File: src/rtl/tick_gen_pkg.sv
// Shared constants and helpers for the tick_gen clock-enable generator.
package tick_gen_pkg;

  localparam int unsigned CNT_W_DEF     = 24;
  localparam int unsigned DIV_1KHZ_100M = 100_000;
  localparam int unsigned DIV_DISP_100M = 32_768;
  localparam int unsigned DIV_SLOW_100M = 8_388_608;

  // Channel-select width; a single channel still gets a 1-bit select port.
  function automatic int unsigned sel_width(input int unsigned n);
    return (n > 1) ? $clog2(n) : 1;
  endfunction

endpackage

File: src/rtl/tick_chan.sv
// One divider slice: counter, runtime divisor, registered tick and square wave.
module tick_chan
  import tick_gen_pkg::*;
#(
  parameter int unsigned      CNT_W    = CNT_W_DEF,
  parameter logic [CNT_W-1:0] DIV_INIT = CNT_W'(DIV_DISP_100M)
) (
  input  logic             clk,
  input  logic             reset,
  input  logic             run,
  input  logic             clr,
  input  logic             we,
  input  logic [CNT_W-1:0] din,
  output logic             tick,
  output logic             sq
);

  logic [CNT_W-1:0] cnt;
  logic [CNT_W-1:0] cnt_nxt;
  logic [CNT_W-1:0] div;
  logic [CNT_W-1:0] div_nxt;
  logic             tick_nxt;
  logic             sq_nxt;

  // Priority: clear, divisor write, hold (stopped or disabled), wrap, count.
  always_comb begin
    cnt_nxt  = cnt;
    div_nxt  = we ? din : div;
    tick_nxt = 1'b0;
    sq_nxt   = sq;
    if (clr) begin
      cnt_nxt = '0;
      sq_nxt  = 1'b0;
    end else if (we) begin
      cnt_nxt = '0;
    end else if (run && (div != '0)) begin
      if (cnt == div - CNT_W'(1)) begin
        cnt_nxt  = '0;
        tick_nxt = 1'b1;
        sq_nxt   = ~sq;
      end else begin
        cnt_nxt = cnt + CNT_W'(1);
      end
    end
  end

  always_ff @(posedge clk or posedge reset) begin
    if (reset) begin
      cnt  <= '0;
      div  <= DIV_INIT;
      tick <= 1'b0;
      sq   <= 1'b0;
    end else begin
      cnt  <= cnt_nxt;
      div  <= div_nxt;
      tick <= tick_nxt;
      sq   <= sq_nxt;
    end
  end

endmodule

File: src/rtl/tick_gen.sv
// Multi-channel programmable clock-enable generator; one tick_chan per channel.
module tick_gen
  import tick_gen_pkg::*;
#(
  parameter int unsigned             NUM_CH   = 2,
  parameter int unsigned             CNT_W    = CNT_W_DEF,
  parameter logic [NUM_CH*CNT_W-1:0] DIV_INIT = {CNT_W_DEF'(DIV_SLOW_100M),
                                                 CNT_W_DEF'(DIV_DISP_100M)}
) (
  input  logic                         clk,
  input  logic                         reset,
  input  logic                         run,
  input  logic                         clr,
  input  logic                         cfg_we,
  input  logic [sel_width(NUM_CH)-1:0] cfg_sel,
  input  logic [CNT_W-1:0]             cfg_div,
  output logic [NUM_CH-1:0]            tick,
  output logic [NUM_CH-1:0]            sq
);

  localparam int unsigned SEL_W = sel_width(NUM_CH);

  logic [NUM_CH-1:0] ch_we;

  // Selects beyond NUM_CH match no channel, so such writes are dropped.
  always_comb begin
    ch_we = '0;
    for (int i = 0; i < int'(NUM_CH); i++) begin
      ch_we[i] = cfg_we && (cfg_sel == SEL_W'(i));
    end
  end

  for (genvar g = 0; g < int'(NUM_CH); g++) begin : g_ch
    tick_chan #(
      .CNT_W    (CNT_W),
      .DIV_INIT (DIV_INIT[g*CNT_W +: CNT_W])
    ) u_chan (
      .clk   (clk),
      .reset (reset),
      .run   (run),
      .clr   (clr),
      .we    (ch_we[g]),
      .din   (cfg_div),
      .tick  (tick[g]),
      .sq    (sq[g])
    );
  end

endmodule

File: config.mk
export PLATFORM = sky130hd
export DESIGN_NAME = tick_gen
export DESIGN_NICKNAME = d
export VERILOG_FILES = /design/src/rtl/tick_gen_pkg.sv /design/src/rtl/tick_chan.sv /design/src/rtl/tick_gen.sv
export SDC_FILE = /design/constraint.sdc
export NUM_CORES = 1
export LEC_CHECK = 0
export ABC_AREA = 1
export BUFFER_PORTS_ARGS = -buffer_cell sky130_fd_sc_hd__buf_2
export CORE_MARGIN = 1.5
export CORE_UTILIZATION = 65
export DETAILED_ROUTE_END_ITERATION = 7
export GPL_TIMING_DRIVEN = 1
export PLACE_DENSITY = 0.84
export SLEW_MARGIN = 20
export SYNTH_ARGS = -nofsm -noshare
export SYNTH_HDL_FRONTEND = slang
export SYNTH_SLANG_ARGS = --single-unit
File: constraint.sdc
create_clock -name clk -period 4.2 [get_ports clk]
set_clock_uncertainty 0.05 [all_clocks]
set_input_delay 0.21 -clock clk [delete_from_list [all_inputs] [get_ports clk]]
set_output_delay 0.21 -clock clk [all_outputs]
set_load 0.01 [all_outputs]
# After elaboration in Yosys (flattened, before gate mapping)
# Index checks and enable logic that the tools add are counted.
[word_totals]
latch_bits = 0
output_inout_bits = 4
regBits = 100
wordCells = 57
ram_bits = 0
in_bits = 30
mem_bits_ro = 0
n_memories = 0
[op_classes]
div_mod_pow = 0
n_mux = 24
n_reduce_logical = 14
n_lt_le_gt_ge = 0
add_sub_neg = 4
n_bitwise = 3
n_eq_ne = 4
n_shift = 0
n_mul = 0
[op_table]
columns = ["operator", "count"]
rows = [
  ["24-bit 2-to-1 mux", 8],
  ["24-bit by 1-bit adder with 24-bit output (second input constant)", 2],
  ["24-bit equality test", 2],
  ["24-bit nonzero test", 2],
  ["24-bit by 1-bit subtractor with 24-bit output (second input constant)", 2],
  ["1-bit 2-to-1 mux", 16],
  ["2-bit nonzero test", 4],
  ["3-bit AND reduction", 2],
  ["3-bit nonzero test", 2],
  ["1-bit logical AND", 4],
  ["2-bit != test (second input constant)", 2],
  ["1-bit NOT", 3],
]

# Longest topological paths before layout
# Gate-level depths: netlist of run 1.
[logic_depth]
word_depth = 6
mapped_depth = 17

# Hierarchy
# A second synthesis of run 1 with hierarchy kept.
[unflattened]
cells_unflattened = 1018
hier_area_um2 = 7074.3
[by_module_without_submodules]
columns = ["mod", "cells_each", "area_each_um2", "seq_area_each_um2", "n_inst"]
rows = [
  ["tick_chan (g_ch[0].u_chan)", 519, 3592.2, 1252.5, 1],
  ["tick_chan (g_ch[1].u_chan)", 495, 3464.6, 1252.5, 1],
  ["tick_gen", 4, 17.5, 0.0, 1],
]

# Least setup slack after synthesis of run 1
# No wires, ideal clock.
[synth_path]
path_kind = "register to register"
startpoint = "register g_ch[1].u_chan.div[0]"
endpoint = "register g_ch[1].u_chan.cnt[9]"
arrival_ns = 1.927
path_slack_ns = 2.092
synth_period_minus_slack_ns = 2.108
path_stages_with_launch = 15
setup_ns = 0.131
path_cell_list = "dfrtp_1 > inv_1 > ha_1 > nand3_1 > nor2_4 > nand2_2 > nand2_1 > nand2_1 > nor2_1 > nand3_1 > nor2_2 > nand3_4 > nand2_8 > buf_12 > o22ai_2"
[synth_via]
elab_chain_cells = 6
elab_cells_between_ends = 9
cone_classes = "add/sub (1); eq/ne (1); mux (4); reduce/logical (3)"
[synth_rtl]
columns = ["item", "line", "text"]
rows = [
  ["start: declaration", "tick_chan.sv:20", "logic [CNT_W-1:0] div;"],
  ["start signal: assignment", "tick_chan.sv:55", "div <= div_nxt;"],
  ["24-bit by 1-bit subtractor with 24-bit output", "tick_chan.sv:37", "if (cnt == div - CNT_W'(1)) begin"],
  ["24-bit equality test", "tick_chan.sv:37", ""],
  ["24-bit 2-to-1 mux", "tick_chan.sv:37", ""],
  ["24-bit 2-to-1 mux", "tick_chan.sv:36", "end else if (run && (div != '0)) begin"],
  ["24-bit 2-to-1 mux", "tick_chan.sv:34", "end else if (we) begin"],
  ["24-bit 2-to-1 mux", "tick_chan.sv:31", "if (clr) begin"],
  ["end signal: assignment", "tick_chan.sv:54", "cnt <= cnt_nxt;"],
  ["end: declaration", "tick_chan.sv:18", "logic [CNT_W-1:0] cnt;"],
]
# Parallel ways exist; a longest one is shown, timed or not. The select of a mux whose other input is x is not followed.
# A chain may end at the register's enable or synchronous reset.

# Worst setup path after layout of run 1
[layout_path]
startpoint = "register g_ch[1].u_chan.div[0]"
endpoint = "register g_ch[1].u_chan.cnt[22]"
# The elaborated chain is that of the path after synthesis.

==> results of run 1 <==
-- metal layers --
metal | wire length (µm) | global-route usage, % | vias up
met1 | 8069 | 41.35 | 3255
met4 | 885 | 17.67 | 0
met2 | 9257 | 57.94 | 200
met5 | 0 | 0 | -
met3 | 1011 | 6.290 | 62
li1 | - | - | 3542
-- worst max-delay path by stage --
| stage | startpoint | slack, ns | to |
|---|---|---|---|
| finish | g_ch[1].u_chan.div[0] | 1.58 | g_ch[1].u_chan.cnt[22] |
| CTS | g_ch[1].u_chan.div[0] | 1.63 | g_ch[1].u_chan.cnt[22] |
| floorplan | reset | 1.32 | g_ch[0].u_chan.cnt[0] |
| global placement | g_ch[1].u_chan.div[0] | 1.74 | g_ch[1].u_chan.cnt[22] |
| detailed placement | g_ch[1].u_chan.div[0] | 1.64 | g_ch[1].u_chan.cnt[22] |
| global route | g_ch[1].u_chan.div[0] | 1.31 | g_ch[1].u_chan.cnt[22] |
-- worst max-delay path, cell delays in order, from the launching register on --
cell	delay (ns)
dfrtp_1	0.39
inv_1	0.13
ha_1	0.25
nand3_1	0.21
nor2_4	0.22
nand2_2	0.10
nor2_1	0.10
nand3_1	0.08
nand2_1	0.14
nand2_1	0.35
nand3_1	0.24
xor2_1	0.17
a21oi_1	0.05
-- power by group through the flow --
stage               Sequential (W)  Clock [W]  Combinational (W)
floorplan                  0.00112          0           0.000473
global route               0.00114   0.000885           0.000703
global placement           0.00114          0           0.000596
detailed placement         0.00115          0           0.000607
finish                     0.00113   0.000855           0.000616
CTS                        0.00113   0.000858           0.000612
-- sequential cells by signal, summed over array words and instances, names as in the netlist --
| signal | flops |
|---|---|
| g_ch.u_chan.cnt | 48 |
| g_ch.u_chan.div | 48 |
| g_ch.u_chan.sq | 2 |
| g_ch.u_chan.tick | 2 |
-- cell usage in the layout (no fill, tap or decap), types with 13 or more instances in the layout --
cell type	count
nand2_1	373
buf_2	33
dfrtp_1	98
nor2_1	108
nor3_1	13
xnor2_1	17
nand3_1	78
xor2_1	59
o21ai_0	53
nand4_1	30
inv_1	124
nor2_2	23
-- through the flow --
step | setup WS (ns) | util (%) | cell area [µm²] | power (W) | std cells
2_1_floorplan | 1.325 | - | 7481 | 0.001592 | 1104
3_3_place_gp | 1.744 | 69.78 | 7697 | 0.001741 | 1253
3_5_place_dp | 1.642 | 69.78 | 7697 | 0.001753 | 1253
4_1_cts | 1.630 | 72.46 | 7993 | 0.002598 | 1269
5_1_grt | 1.306 | 72.46 | 7993 | 0.002729 | 1269
6_report | 1.582 | 72.46 | 7993 | 0.002603 | 1269
-- layout make-up --
| type | instances | area, µm² |
|---|---|---|
| inverters | 130 | 490.5 |
| well taps | 140 | 175.2 |
| fillers | 965 | 3038 |
| flip-flops and latches | 100 | 2505 |
| clock inverters | 4 | 48.80 |
| clock buffers | 12 | 246.5 |
| repair buffers | 37 | 195.2 |
| multi-input cells | 846 | 4332 |
-- cells by family (layout without fill, tap and decap cells) --
group / count (synthesis) / in the layout / share of synthesized area, %
compound gates: 93 / 93 / 8.028
buf+inv: 158 / 183 / 8.647
simple gates: 673 / 673 / 40.27
xor+xnor: 76 / 76 / 8.898
flops: 100 / 100 / 33.48
fa+ha+maj: 4 / 4 / 0.6690
==> results.md, run 1 <==
- R2R setup slack: 1.58 ns
- Final Max Tran Viols: 0
- HPWL after DPL: 15.08 mm
- Count leader, synth: nand2_1
- Final Hold Viols: 64
- Setup_tns: 0 ns
- Antenna violations before repair: 0
- Synth unique cells: 47
- Die span in x: 110.3 µm
- Global-route wire length before repair: 31.68 mm
- Nets@finish: 1158
- CP startpoint kind: flop
- Post-DR wirelength/cell: 15.15 µm
- Vias in the first global route: 6821
- Yosys synthesis warning count: 0
- Die Y: 110.3 µm
- Core Footprint: 0.01103 mm²
- DRT antenna net count: 0
- Ys flop type: dfrtp_1
- Violated checks: hold timing
- CP required: 4.37 ns
- Max clock buf depth: 2
- Comb pwr share: 23.7%
- Post-CTS sizing: 0
- Terminus of the critical flop-to-flop path: g_ch[1].u_chan.cnt[22]
- Worst hold margin: -0.03695 ns
- Pint: 0.001717 W
- CTS Root Cell: clkbuf_16
- Fin crit period: 2.618 ns
- Arrival @ worst endpoint: 2.79 ns
- Hold crit path type: in -> async
- Setup crit end kind: flop
- Actual slew at the worst max-slew pin: 0.8150 ns
- Initial Util: 67.82%
- Register area share after synthesis: 33.48%
- Total routed wirelength: 19.22 mm
- Mapped cell area: 0.007481 mm²
- DRC violations left: 0
- Sw Share: 34.02%
- RSZ-0062 raised after global routing: false
- Via density: 5.563
- Synth cell count leaders: nand2_1, inv_1, nor2_1
- PortBufs: 33
- Cells after Synth: 1104
- Synth Net Count: 1138
- Static Leak: 3.913 nW
- IO Pins: 34
- Most area-consuming cells after synthesis: dfrtp_1, nand2_1, xor2_1, inv_1, nor2_1
- Final period util: 62.32%
- Die ar.: 0.01216 mm²
- Sw power: 0.0008855 W
- Final setup fails: 0
- CP max FO: 15
- PD cells: 325.6 mW/mm²
- Clock Pin Slew Worst Setup and Hold Paths: 0.07 ns
- H-tree Lvls: 3
- VDD IR-drop max: 372.6 µV
- Overall Global Routing Usage: 34.16%
- Num CTS Buffers: 9
- Via count: 7059
- Crit Reg-Reg Startpoint: g_ch[1].u_chan.div[0]
- Share of the synthesized area in the top cell type: 32.78%
- # diodes: 0
- Area grow syn2layout: 6.841%
- Reg power frac: 43.5%
- Max Clk Rate: 382.0 MHz
- Row count: 38
- RePlAce Congestion: 0.9750
- Total grt overflow: 0
- Clk sinks: 100
- Clock network fraction of total power: 32.8%
- Synth Register Bits: 100
- Slew headroom: 45.67%
- Area leader, netlist: dfrtp_1
- Worst Reg-to-Reg Cells: 12
- Mean Syn Cell Area: 6.776 µm²
- Skew-Pair Late Insertion Delay: 0.36 ns
- Outcome: finished, violations left
- Drt pass-1 iters: 5
- Share of cells above drive strength 1: 11.60%
- DRT iter0 DRCs: 490
- Post-synth ARST share: 100.0%
- Post-CTS Setup Inserts: 0
- MaxCap Viol Count: 0
- Number of hold buffers added after cts: 0
- Largest net degree at the start of global routing: 67
- Type of the worst setup path: reg -> reg
- Post-synth EDFFs: 0
- CTS tree: done
No activity file was read; power rests on OpenSTA's default activity.
==> inputs of run 2 (changes only) <==
--- a/config.mk
+++ b/config.mk
@@ -8,10 +8,10 @@
 export ABC_AREA = 1
 export BUFFER_PORTS_ARGS = -buffer_cell sky130_fd_sc_hd__buf_2
 export CORE_MARGIN = 1.5
-export CORE_UTILIZATION = 65
+export CORE_UTILIZATION = 57
 export DETAILED_ROUTE_END_ITERATION = 7
 export GPL_TIMING_DRIVEN = 1
-export PLACE_DENSITY = 0.84
+export PLACE_DENSITY = 0.78
 export SLEW_MARGIN = 20
 export SYNTH_ARGS = -nofsm -noshare
 export SYNTH_HDL_FRONTEND = slang
==> constraint.sdc (replaced) <==
create_clock -name clk -period 2.4 [get_ports clk]
set_clock_uncertainty 0.05 [all_clocks]
set_input_delay 0.12 -clock clk [delete_from_list [all_inputs] [get_ports clk]]
set_output_delay 0.12 -clock clk [all_outputs]
set_load 0.01 [all_outputs]
==> run 2 against run 1 <==
Net effect:
- the flow now finishes without violations
- flip-flop and latch count did not move
- clock power grew 59%
- die area increased by 14%
- combinational power grew 110%
- critical path depth did not move
- worst hold slack gained 0.13 ns
- critical path type unchanged
- critical endpoint is now g_ch[1].u_chan.cnt[17]
==> results.md, run 2 (synthesis results as in run 1) <==
- DRT iter0 DRCs: 505
- Share of cells above drive strength 1: 17.33%
- Clock Pin Slew Worst Setup and Hold Paths: 0.07 ns
- CP required: 2.59 ns
- Final Hold Viols: 0
- RePlAce Congestion: 0.9805
- Final period util: 95.58%
- Met2 WL: 10.17 mm
- MaxCap Viol Count: 0
- Wire length on met1: 8.135 mm
- HPWL after DPL: 14.91 mm
- Total power: 0.004617 W
- PortBufs: 33
- Static Leak: 4.197 nW
- Slew headroom: 55.70%
- Global-route wire length before repair: 33.13 mm
- CP max FO: 5
- Type of the worst setup path: reg -> reg
- DRT antenna net count: 0
- Setup crit end kind: flop
- Met3 wire length: 907 µm
- Commonest non-fill, non-tap cell in the layout: nand2_1
- Nets@finish: 1218
- Setup_tns: 0 ns
- Most frequent cell on the critical path: nand2_1
- Outcome: complete, no violations
- Vias in the first global route: 7052
- Final setup fails: 0
- Most frequent cells in the layout: nand2_1, inv_1, nor2_1, dfrtp_1, nand3_1
- Overall Global Routing Usage: 29.53%
- Max clock buf depth: 2
- Drt pass-1 iters: 6
- Fin crit period: 2.294 ns
- Clk sinks: 100
- Initial Util: 58.80%
- IO Pins: 34
- Final core area utilization: 69.53%
- Skew-Pair Late Insertion Delay: 0.36 ns
- Actual slew at the worst max-slew pin: 0.6623 ns
- Highest Signal Layer: met4
- VDD IR-drop max: 327.6 µV
- H-tree Lvls: 3
- Via density: 5.337
- Area grow syn2layout: 18.25%
- CP max stage delay: 0.45 ns
- Die ar.: 0.01382 mm²
- Row count: 41
- Max Clk Rate: 435.9 MHz
- Largest net degree at the start of global routing: 65
- # diodes: 0
- Final Max Tran Viols: 0
- CTS Root Cell: clkbuf_16
- CTS tree: done
- Crit path max-delay cell type: dfrtp_1
- Via count: 7264
- CP startpoint kind: flop
- Total grt overflow: 0
- Post-DR wirelength/cell: 14.78 µm
- PD cells: 521.9 mW/mm²
- DRC violations left: 0
- Arrival @ worst endpoint: 2.48 ns
- Total routed wirelength: 20.11 mm
- Antenna violations before repair: 0
- Critical path cell sequence: nor2_2, nand2_1, nor2_2, nand3_1, nand2_1, nand2_1, nor2_1, nand2_1, nor2_4, nand3_4, nand2_4, o22ai_1
- Die span in x: 117.6 µm
- Top flop regs: g_ch.u_chan.cnt x48, g_ch.u_chan.div x48
- Hold crit path type: in -> reg
- Die Y: 117.6 µm
- Core Footprint: 0.01272 mm²
- Num CTS Buffers: 9
## run 2: report_power, final
part	total [W]	switching [W]	internal [W]
clock network	0.00136	0.000658	0.000701
logic	0.00127	0.000795	0.000471
registers	0.00199	0.000179	0.00181
## run 2: cell type report
cell class,count,area [µm²]
Clock buffer,10,229.0
Clock inverter,6,41.29
Fill cell,1112,3876
Inverter,130,491.7
Multi-Input combinational cell,851,4646
Sequential cell,100,2511
Tap cell,172,215.2
Timing Repair Buffer,92,711.9
## run 2: repair_timing
item                                   in CTS  in global routing
pin swaps                                   2                 21
hold buffers                               25                  0
buffers inserted                            0                  8
setup endpoints to repair                  16                 52
cloned                                      0                  5
resized for setup                           4                 64
endpoints found under the hold margin     118                  0
## run 2: worst paths after layout
path	startpoint	endpoint	slack, ns	depth (start not counted)
worst max register to register	g_ch[1].u_chan.div[7]	g_ch[1].u_chan.cnt[17]	0.11	12
worst min register to register	g_ch[1].u_chan.div[23]	g_ch[1].u_chan.div[23]	0.44	2
worst min-delay path	clr	g_ch[1].u_chan.tick	0.09	2
worst max-delay path	g_ch[1].u_chan.div[7]	g_ch[1].u_chan.cnt[17]	0.11	12
max in group asynchronous	reset	g_ch[0].u_chan.div[15]	1.45	4
min in group asynchronous	reset	g_ch[0].u_chan.cnt[0]	0.19	3
## run 2: routing by layer
layer	global-route usage (%)	vias up
li1	-	3658
met1	35.47	3324
met2	52.06	203
met3	5.039	79
met4	12.88	0
met5	0	-
## run 2: stage by stage
| stage | instance area [µm²] | hold slack, ns | instances | worst slack (ns) |
|---|---|---|---|---|
| after floorplan | 7485 | 0.1617 | 1104 | 0.2916 |
| after global placement | 7941 | 0.02321 | 1307 | 0.004692 |
| after detailed placement | 7941 | 0.02458 | 1307 | -0.08582 |
| after CTS | 8483 | 0.06610 | 1348 | 0.006680 |
| after global routing | 8846 | 0.1059 | 1361 | -0.03117 |
| final | 8846 | 0.09144 | 1361 | 0.1061 |
## run 2: worst max-delay path: cells and delay by family (launching register included)
family / cells / cell delay, ns
AND/OR/NAND/NOR: 11 / 1.58
flip-flops: 1 / 0.45
AO/OA/AOI/OAI: 1 / 0.08
